### src/rtl/smp_io_pkg.sv
// Shared definitions for the SPC700 $00F0-$00FF I/O register block:
// register offsets, CONTROL bit positions and the per-timer state.
package smp_io_pkg;
    localparam logic [3:0] CTRL    = 4'h1;
    localparam logic [3:0] DSPADDR = 4'h2;
    localparam logic [3:0] DSPDATA = 4'h3;
    localparam logic [3:0] CPU0    = 4'h4;
    localparam logic [3:0] CPU1    = 4'h5;
    localparam logic [3:0] CPU2    = 4'h6;
    localparam logic [3:0] CPU3    = 4'h7;
    localparam logic [3:0] AUX0    = 4'h8;
    localparam logic [3:0] AUX1    = 4'h9;
    localparam logic [3:0] T0DIV   = 4'hA;
    localparam logic [3:0] T1DIV   = 4'hB;
    localparam logic [3:0] T2DIV   = 4'hC;
    localparam logic [3:0] T0OUT   = 4'hD;
    localparam logic [3:0] T1OUT   = 4'hE;
    localparam logic [3:0] T2OUT   = 4'hF;

    localparam int CTRL_CLR01 = 4;
    localparam int CTRL_CLR23 = 5;
    localparam int CTRL_IPL   = 7;

    localparam int NUM_TIMERS = 3;

    typedef struct packed {
        logic [7:0] cnt2;
        logic [3:0] cnt3;
    } timer_state_t;
endpackage

### src/rtl/smp_timer.sv
// One timer: 8-bit stage-2 divider against a programmable limit (0 means 256)
// feeding a 4-bit read-to-clear stage-3 counter.
module smp_timer
    import smp_io_pkg::*;
(
    input  logic       clk,
    input  logic       rst_n,
    input  logic       tick,
    input  logic       en,
    input  logic [7:0] div,
    input  logic       rd_clr,
    input  logic       restart,
    output logic [3:0] cnt3
);
    timer_state_t st;
    logic [8:0]   nxt2;
    logic [8:0]   lim;
    logic         hit;

    // 9-bit compare so a limit of 256 matches the 255->0 wrap, while any
    // smaller limit already passed just wraps through without a hit.
    always_comb begin
        nxt2 = {1'b0, st.cnt2} + 9'd1;
        lim  = (div == 8'd0) ? 9'd256 : {1'b0, div};
        hit  = tick & en & (nxt2 == lim);
    end

    always_ff @(posedge clk or negedge rst_n) begin
        if (!rst_n) begin
            st <= '0;
        end else if (restart) begin
            st <= '0;
        end else begin
            if (tick & en)
                st.cnt2 <= hit ? 8'd0 : nxt2[7:0];
            // A clear coinciding with an increment keeps the new tick.
            if (hit)
                st.cnt3 <= (rd_clr ? 4'd0 : st.cnt3) + 4'd1;
            else if (rd_clr)
                st.cnt3 <= 4'd0;
        end
    end

    assign cnt3 = st.cnt3;
endmodule

### src/rtl/smp_io_regs.sv
// SPC700 I/O registers at $00F0-$00FF: CONTROL, DSP window, host mailboxes,
// aux bytes and three prescaled timers; also drives the IPL ROM enable.
module smp_io_regs
    import smp_io_pkg::*;
#(
    parameter int T01_DIV = 128,
    parameter int T2_DIV  = 16
) (
    input  logic        CLK,
    input  logic        RST_N,
    input  logic        EN,
    input  logic [15:0] A,
    input  logic [7:0]  D_IN,
    input  logic        WE_N,
    output logic        IO_SEL,
    output logic [7:0]  D_OUT,
    output logic        IPL_EN,
    output logic [7:0]  DSP_ADDR,
    input  logic [7:0]  DSP_DIN,
    output logic        DSP_WE,
    output logic [7:0]  DSP_DOUT,
    input  logic        HOST_WR,
    input  logic [1:0]  HOST_ADDR,
    input  logic [7:0]  HOST_DIN,
    output logic [7:0]  HOST_DOUT
);
    localparam int W01 = (T01_DIV > 1) ? $clog2(T01_DIV) : 1;
    localparam int W2  = (T2_DIV > 1) ? $clog2(T2_DIV) : 1;

    logic [3:0]            off;
    logic                  cpu_wr;
    logic [W01-1:0]        pre01;
    logic [W2-1:0]         pre2;
    logic                  tick01, tick2;
    logic [NUM_TIMERS-1:0] ten, rd_clr, restart;
    logic                  ipl;
    logic [3:0][7:0]       cpui, cpuo;
    logic [1:0][7:0]       aux;
    logic [NUM_TIMERS-1:0][7:0] tdiv;
    logic [NUM_TIMERS-1:0][3:0] cnt3;
    logic                  unused_bits;

    assign off         = A[3:0];
    assign IO_SEL      = (A[15:4] == 12'h00F);
    assign cpu_wr      = EN & ~WE_N & IO_SEL;
    assign tick01      = EN & (pre01 == W01'(T01_DIV - 1));
    assign tick2       = EN & (pre2 == W2'(T2_DIV - 1));
    assign IPL_EN      = ipl;
    assign HOST_DOUT   = cpuo[HOST_ADDR];
    assign unused_bits = ^{D_IN[6], D_IN[3]};

    always_ff @(posedge CLK or negedge RST_N) begin
        if (!RST_N) begin
            pre01 <= '0;
            pre2  <= '0;
        end else if (EN) begin
            pre01 <= tick01 ? '0 : pre01 + W01'(1);
            pre2  <= tick2 ? '0 : pre2 + W2'(1);
        end
    end

    always_ff @(posedge CLK or negedge RST_N) begin
        if (!RST_N) begin
            ten      <= '0;
            ipl      <= 1'b1;
            DSP_ADDR <= 8'h00;
            DSP_DOUT <= 8'h00;
            DSP_WE   <= 1'b0;
            cpui     <= '0;
            cpuo     <= '0;
            aux      <= '0;
            tdiv     <= '0;
        end else begin
            DSP_WE <= cpu_wr & (off == DSPDATA);
            if (HOST_WR)
                cpui[HOST_ADDR] <= HOST_DIN;
            // CONTROL mailbox clears come after the host write so they win.
            if (cpu_wr) begin
                case (off)
                    CTRL: begin
                        ten <= D_IN[NUM_TIMERS-1:0];
                        ipl <= D_IN[CTRL_IPL];
                        if (D_IN[CTRL_CLR01]) begin
                            cpui[0] <= 8'h00;
                            cpui[1] <= 8'h00;
                        end
                        if (D_IN[CTRL_CLR23]) begin
                            cpui[2] <= 8'h00;
                            cpui[3] <= 8'h00;
                        end
                    end
                    DSPADDR:                DSP_ADDR     <= D_IN;
                    DSPDATA:                DSP_DOUT     <= D_IN;
                    CPU0, CPU1, CPU2, CPU3: cpuo[off[1:0]] <= D_IN;
                    AUX0, AUX1:             aux[off[0]]  <= D_IN;
                    T0DIV:                  tdiv[0]      <= D_IN;
                    T1DIV:                  tdiv[1]      <= D_IN;
                    T2DIV:                  tdiv[2]      <= D_IN;
                    default: ;
                endcase
            end
        end
    end

    for (genvar i = 0; i < NUM_TIMERS; i++) begin : g_tmr
        assign rd_clr[i]  = EN & WE_N & IO_SEL & (off == T0OUT + 4'(i));
        assign restart[i] = cpu_wr & (off == CTRL) & D_IN[i] & ~ten[i];

        smp_timer u_tmr (
            .clk     (CLK),
            .rst_n   (RST_N),
            .tick    ((i == 2) ? tick2 : tick01),
            .en      (ten[i]),
            .div     (tdiv[i]),
            .rd_clr  (rd_clr[i]),
            .restart (restart[i]),
            .cnt3    (cnt3[i])
        );
    end

    always_comb begin
        D_OUT = 8'h00;
        if (IO_SEL) begin
            case (off)
                DSPADDR:                D_OUT = DSP_ADDR;
                DSPDATA:                D_OUT = DSP_DIN;
                CPU0, CPU1, CPU2, CPU3: D_OUT = cpui[off[1:0]];
                AUX0, AUX1:             D_OUT = aux[off[0]];
                T0OUT:                  D_OUT = {4'h0, cnt3[0]};
                T1OUT:                  D_OUT = {4'h0, cnt3[1]};
                T2OUT:                  D_OUT = {4'h0, cnt3[2]};
                default:                D_OUT = 8'h00;
            endcase
        end
    end
endmodule

### config.mk
export PLATFORM = sky130hd
export DESIGN_NAME = smp_io_regs
export DESIGN_NICKNAME = d
export VERILOG_FILES = /design/src/rtl/smp_io_pkg.sv /design/src/rtl/smp_timer.sv /design/src/rtl/smp_io_regs.sv
export SDC_FILE = /design/constraint.sdc
export NUM_CORES = 1
export LEC_CHECK = 0
export ABC_CLOCK_PERIOD_IN_PS = 3030
export CORE_MARGIN = 5
export CORE_UTILIZATION = 41
export CTS_CLUSTER_DIAMETER = 50
export DETAILED_ROUTE_END_ITERATION = 16
export GPL_TIMING_DRIVEN = 0
export PLACE_DENSITY = 0.68
export SLEW_MARGIN = 20
export SYNTH_ARGS = -nofsm -noshare
export SYNTH_HDL_FRONTEND = slang
export SYNTH_SLANG_ARGS = --single-unit
### constraint.sdc
create_clock -name CLK -period 3.03 [get_ports CLK]
set_clock_uncertainty 0.2 [all_clocks]
set_input_delay 0.606 -clock CLK [delete_from_list [all_inputs] [get_ports CLK]]
set_output_delay 0.606 -clock CLK [all_outputs]
set_load 0.01 [all_outputs]
==> flow_metrics.tcl, run 1 <==
set metrics [dict create \
    hold_depth 2 \
    rrSetupSlack_ns 0.19 \
    grt_pass1_wl_mm 37.4 \
    combPwrFrac 0.103 \
    cts.sinks 172 \
    powerDensity_mw_per_mm2 483 \
    syn_area_per_cell_um2 11.1 \
    port_buffers 81 \
    critPathRequiredTime_ns 2.22 \
    ys_dominant_reg_cell "dfrtp_1" \
    remaining_drc_errors 0 \
    initial_core_util 0.415 \
    insertedDiodeCount 0 \
    fin_crit_ns 3.02 \
    vias 6971 \
    fp.dieH_um 158 \
    clock_path_buffers 2 \
    root_buffer "clkbuf_16" \
    area_delta_synth_final_pct 24.7 \
    r2r_end "g_tmr[1].u_tmr.cnt3[1]" \
    synth-seq-cells 172 \
    syn_nets 869 \
    clockPowerShare 0.425 \
    fmax_ghz 0.331 \
    grt_use_total 0.192 \
    tightest_slew_ns 0.856 \
    wire_per_inst_um 18.9 \
    power_frac_seq 0.472 \
    antenna_found_initial 0 \
    crit_fanout 5 \
    synth_warnings 0 \
    grt-ovfl-total 0 \
    async_flop_share 1.00 \
    place_inst 1177 \
    internal-power_w 0.00398 \
    grt_max_degree 73 \
    coreArea_mm2 0.0217 \
    hold_path.startpoint "aux[2]" \
    holdPathEnd "aux[2]" \
    dpl.hpwl_mm 16.1 \
    fillers 1880 \
    drt_iter0_markers 372 \
    p_leak_nw 5.30 \
    hold_violations 0 \
    crit_path_start "A[9]" \
    synth_edf_count 0 \
    postRouteAntennaNets 0 \
    syn_area_mm2 0.00900 \
    p_sw_frac 0.266 \
    setup_viol 0 \
    critPathKind "in -> out" \
    numCtsBuffers 17 \
    cts_tree "yes" \
    syn_inst 814 \
    end_kind "output port" \
    worst_slack_ns 0.00598 \
    routed_wl_mm 23.2 \
    fin_nets 993 \
    fin_cells 1231 \
    gp_congestion 0.865 \
    rsz0062_at_grt "yes" \
    fin_area_mm2 0.0112 \
    ys_seq_area_frac 0.478 \
    status "finished, final reports clean" \
    h-tree-depth 4 \
    drive_gt1_frac 0.254 \
    hold_class "reg -> reg" \
    grt_pass1_vias 6792 \
    p_sw_w 0.00144 \
    die_area_mm2 0.0250 \
    ios 82 \
    slew_headroom 0.427 \
    place_ws_ns -1.37 \
    worstRegToRegCells 8 \
    seqCellArea_mm2 0.00431 \
    multi_input_area_mm2 0.00463 \
    synth.distinct_cells 62 \
    timing.final.crit_share 0.998 \
    die_w_um 158 \
    cp.arrival_ns 2.22 \
    routed_via_density 5.66 \
    drt_pass1_iterations 5 \
    clock_latency_ns 0.43 \
    vdd.ir_drop.worst_v 0.000397 \
    rows 54 \
    path_clk_slew_ns 0.07 \
    cp-start-kind "input port" \
    r2r_start "g_tmr[1].u_tmr.st[4]" \
    cap_viol_max_count 0 \
    final_max_slew_viol_count 0 \
    dpl_cell_area_mm2 0.0102 \
]
worst max path at each step:
| stage | endpoint | slack, ns | cells past startpoint |
|---|---|---|---|
| after floorplan | D_OUT[1] | 0.01 | 6 |
| after global placement | g_tmr[2].u_tmr.st[9] | -6.19 | 1 |
| after detailed placement | D_OUT[1] | -1.37 | 8 |
| after CTS | D_OUT[2] | 0.007 | 7 |
| after global routing | D_OUT[3] | -0.03 | 7 |
| final | D_OUT[3] | 0.006 | 7 |
power by group through the flow:
stage | Sequential, W | Combinational [W] | Clock (W)
floorplan | 0.00257 | 0.000312 | 0
global placement | 0.00260 | 0.000503 | 0
detailed placement | 0.00260 | 0.000526 | 0
CTS | 0.00256 | 0.000554 | 0.00234
global route | 0.00258 | 0.000619 | 0.00246
finish | 0.00256 | 0.000558 | 0.00230
flip-flops by register name, indices dropped and copies added (netlist names):
| signal | count |
|---|---|
| ten | 3 |
| cpuo | 32 |
| DSP_DOUT | 8 |
| DSP_WE | 1 |
| cpui | 32 |
| pre01 | 7 |
| g_tmr.u_tmr.cnt3 | 12 |
| IPL_EN | 1 |
| aux | 16 |
| pre2 | 4 |
| g_tmr.u_tmr.st | 24 |
| DSP_ADDR | 8 |
| tdiv | 24 |
per-stage QoR:
stage / TNS [ns] / hold slack (ns) / util / power (W)
2_1_floorplan: 0 / 0.110 / - / 0.00288
3_3_place_gp: -1144.56 / 0.263 / 0.469 / 0.00310
5_1_grt: -0.0488 / 0.324 / 0.518 / 0.00567
3_5_place_dp: -87.46 / 0.271 / 0.471 / 0.00313
4_1_cts: 0 / 0.287 / 0.512 / 0.00545
6_report: 0 / 0.288 / 0.518 / 0.00542
placed cells by master, fill, tap and decap left out, types with 15 or more instances in the layout:
| cell type | n |
|---|---|
| dfrtp_1 | 169 |
| clkdlybuf4s50_1 | 50 |
| o21ai_0 | 24 |
| mux2i_1 | 45 |
| clkbuf_16 | 17 |
| xor2_1 | 15 |
| buf_4 | 20 |
| mux4_2 | 16 |
| mux2_2 | 97 |
| nand2_1 | 72 |
| nand3_1 | 36 |
| xnor2_1 | 19 |
| clkbuf_1 | 24 |
| and3_1 | 17 |
| buf_2 | 16 |
| nor2_1 | 62 |
worst max-delay path, stage by stage:
cell	delay [ns]
buf_6	0.09
or4b_4	0.51
or3_4	0.45
inv_4	0.09
o21ai_4	0.10
a31oi_4	0.22
buf_6	0.14
synthesized netlist by cell type (10+ instances only):
| library cell | instances | area [um2] |
|---|---|---|
| a21oi_1 | 11 | 55.1 |
| nand4_1 | 13 | 81.3 |
| mux2_2 | 97 | 1090 |
| nand2_1 | 73 | 274 |
| inv_1 | 12 | 45.0 |
| dfrtp_1 | 171 | 4280 |
| and3_1 | 17 | 106 |
| a31oi_1 | 13 | 81.3 |
| o21ai_0 | 26 | 130 |
| xor2_1 | 15 | 131 |
| o211ai_1 | 10 | 75.1 |
| mux2i_1 | 45 | 450 |
| nor2_1 | 66 | 248 |
| xnor2_1 | 19 | 166 |
| nand3_1 | 36 | 180 |
| clkbuf_1 | 32 | 120 |
| mux4_2 | 16 | 360 |
layout make-up:
type,instances,share of cell area
Inverter,12,0.00424
Clock buffer,17,0.0379
Multi-Input combinational cell,585,0.412
Sequential cell,172,0.384
Tap cell,280,0.0312
Timing Repair Buffer,107,0.0925
Clock inverter,15,0.0177
Buffer,43,0.0204
kinds of logic (layout without fill, tap and decap cells):
logic type      after synthesis  count (layout)  share of synthesized area
compound gates              107             107                     0.0834
xor+xnor                     34              34                     0.0331
fa+ha+maj                     8               8                     0.0111
buf+inv                      57             194                     0.0249
flops                       172             172                      0.478
mux                         158             158                      0.211
simple gates                278             278                      0.158
per-layer routing:
| metal | track usage | up-vias | wire (um) |
|---|---|---|---|
| met5 | 0 | - | 0 |
| met4 | 0.0597 | 0 | 463 |
| met3 | 0.0344 | 30 | 1230 |
| met2 | 0.307 | 185 | 11200 |
| met1 | 0.266 | 3512 | 10300 |
| li1 | - | 3244 | - |
what timing repair did:
item / 4_1_cts / 5_1_grt
gates cloned: 2 / 0
pin swaps: 9 / 8
endpoints found under the hold margin: 32 / 0
setup buffers: 16 / 5
hold buffers: 1 / 0
gates resized for setup: 113 / 33
endpoints found under the setup margin: 92 / 51
Power figures use the tool's default switching activity.
==> run 2: changes to the inputs <==
--- a/config.mk
+++ b/config.mk
@@ -16,3 +16,4 @@
 export SYNTH_ARGS = -nofsm -noshare
 export SYNTH_HDL_FRONTEND = slang
 export SYNTH_SLANG_ARGS = --single-unit
+export TNS_END_PERCENT = 10
==> run 2 against run 1 <==
- count of clock-buffer cells in the layout is the same
- clock power is essentially flat
- wire length shrank 0.57%
==> flow_metrics.tcl, run 2 (synthesis results as in run 1) <==
set metrics [dict create \
    port_buffers 81 \
    layout_common_cells "169 x dfrtp_1, 97 x mux2_2, 72 x nand2_1" \
    fin_nets 991 \
    final_max_slew_viol_count 0 \
    clock_path_buffers 2 \
    h-tree-depth 4 \
    status "finished, final reports clean" \
    critPathTopFamily "simple AND/OR/NAND/NOR gates" \
    cpMostUsedCell "buf_6" \
    grt_pass1_wl_mm 37.3 \
    critPathRequiredTime_ns 2.22 \
    cp_num_buf_inv 3 \
    routed_wl_mm 23.1 \
    area_delta_synth_final_pct 24.5 \
    grt_pass1_vias 6774 \
    hold_violations 0 \
    routed_via_density 5.65 \
    insertedDiodeCount 0 \
    die_w_um 158 \
    numCtsBuffers 17 \
    fp.dieH_um 158 \
    grt-ovfl-total 0 \
    timing.final.crit_share 0.997 \
    remaining_drc_errors 0 \
    cap_viol_max_count 0 \
    cts_tree "yes" \
    internal-power_w 0.00398 \
    hold_slack_ns 0.286 \
    drt_pass1_iterations 5 \
    fin_crit_ns 3.02 \
    p_sw_w 0.00144 \
    fillers 1885 \
    clockPowerShare 0.425 \
    crit_slowest_cell "or4b_4" \
    rows 54 \
    gp_congestion 0.865 \
    combPwrFrac 0.103 \
    worstSetupPathDepth 7 \
    top_regs "cpui (32), cpuo (32)" \
    dpl.hpwl_mm 16.1 \
    setup_viol 0 \
    die_area_mm2 0.0250 \
    clock_latency_ns 0.43 \
    power_frac_seq 0.473 \
    drive_gt1_frac 0.251 \
    drt_iter0_markers 419 \
    ios 82 \
    critPathKind "in -> out" \
    rsz0062_at_grt "yes" \
    fmax_ghz 0.331 \
    hold_class "reg -> reg" \
    slew_headroom 0.403 \
    dpl_cell_area_mm2 0.0102 \
    worstRegToRegCells 8 \
    p_leak_nw 5.29 \
    cpPeakStageDelay_ns 0.51 \
    vdd.ir_drop.worst_v 0.000397 \
    vias 6948 \
    path_clk_slew_ns 0.07 \
    coreArea_mm2 0.0217 \
    crit_fanout 5 \
    root_buffer "clkbuf_16" \
    fin_area_mm2 0.0112 \
    cp.arrival_ns 2.21 \
    grt_max_degree 73 \
    cp-start-kind "input port" \
    tightest_slew_ns 0.893 \
    final_common_cell "dfrtp_1" \
    hold_depth 2 \
    crit_chain "buf_6, or4b_4, or3_4, inv_4, o21ai_4, a31oi_4, buf_6" \
    antenna_found_initial 0 \
    initial_core_util 0.415 \
    powerDensity_mw_per_mm2 484 \
    p_sw_frac 0.266 \
    end_kind "output port" \
    wire_per_inst_um 18.8 \
    grt_use_total 0.191 \
    postRouteAntennaNets 0 \
    cts.sinks 172 \
]
==> run 2: changes by cell type in the layout (fill, tap and decap cells not counted), sizes merged <==
cell / change
buf: -2
clkbuf: -1
dlygate4sd2: +1
==> run 2: worst paths after layout <==
kind	startpoint	endpoint	slack (ns)
min in group asynchronous	RST_N	cpuo[28]	0.42
min reg2reg	cpuo[2]	cpuo[2]	0.29
max in group asynchronous	RST_N	IPL_EN	1.17
min	cpuo[2]	cpuo[2]	0.29
max	A[9]	D_OUT[3]	0.01
max reg2reg	g_tmr[0].u_tmr.st[4]	g_tmr[0].u_tmr.st[5]	0.18
==> run 2: final cells by class <==
cell class,count,area (um2),area share
clock buffers,17,425,0.0380
inverters,12,47.5,0.00424
well taps,280,350,0.0313
plain buffers,43,224,0.0200
flip-flops and latches,172,4310,0.385
clock inverters,15,199,0.0178
repair buffers,105,1020,0.0911
multi-input cells,585,4630,0.413
==> run 2: per-layer routing <==
metal	share of wire	global-route usage	vias up
li1	-	-	3237
met1	0.45	0.266	3520
met2	0.48	0.306	160
met3	0.048	0.0344	31
met4	0.021	0.0597	0
met5	0	0	-
==> run 2: metrics by stage <==
step | utilization | setup slack, ns | TNS, ns | total power (W) | cells
after global placement | 0.469 | -6.19 | -1144.56 | 0.00310 | 1175
after global routing | 0.516 | -0.0565 | -0.104 | 0.00566 | 1229
after detailed placement | 0.471 | -1.37 | -87.46 | 0.00313 | 1177
after CTS | 0.512 | -0.0119 | -0.0119 | 0.00545 | 1223
final | 0.516 | 0.00963 | 0 | 0.00542 | 1229
after floorplan | - | 0.0105 | 0 | 0.00288 | 814
==> run 2: worst min-delay path, delay by kind of cell (launching register included) <==
kind,cells,cell delay (ns)
flip-flops,1,0.34
AO/OA/AOI/OAI,1,0.06
AND/OR/NAND/NOR,1,0.05
==> run 2: what timing repair did <==
action,in CTS,in global routing
buffers inserted,14,6
hold endpoints to repair,32,0
hold buffers,1,0
endpoints found under the setup margin,92,51
pin swaps,8,5
gates cloned,1,0
gates resized for setup,114,22
==> run 2: power groups by stage <==
stage / logic (W) / registers, W / clock network [W]
2_1_floorplan: 0.000312 / 0.00257 / 0
3_3_place_gp: 0.000503 / 0.00260 / 0
3_5_place_dp: 0.000526 / 0.00260 / 0
4_1_cts: 0.000553 / 0.00256 / 0.00234
5_1_grt: 0.000618 / 0.00258 / 0.00246
6_report: 0.000556 / 0.00256 / 0.00230
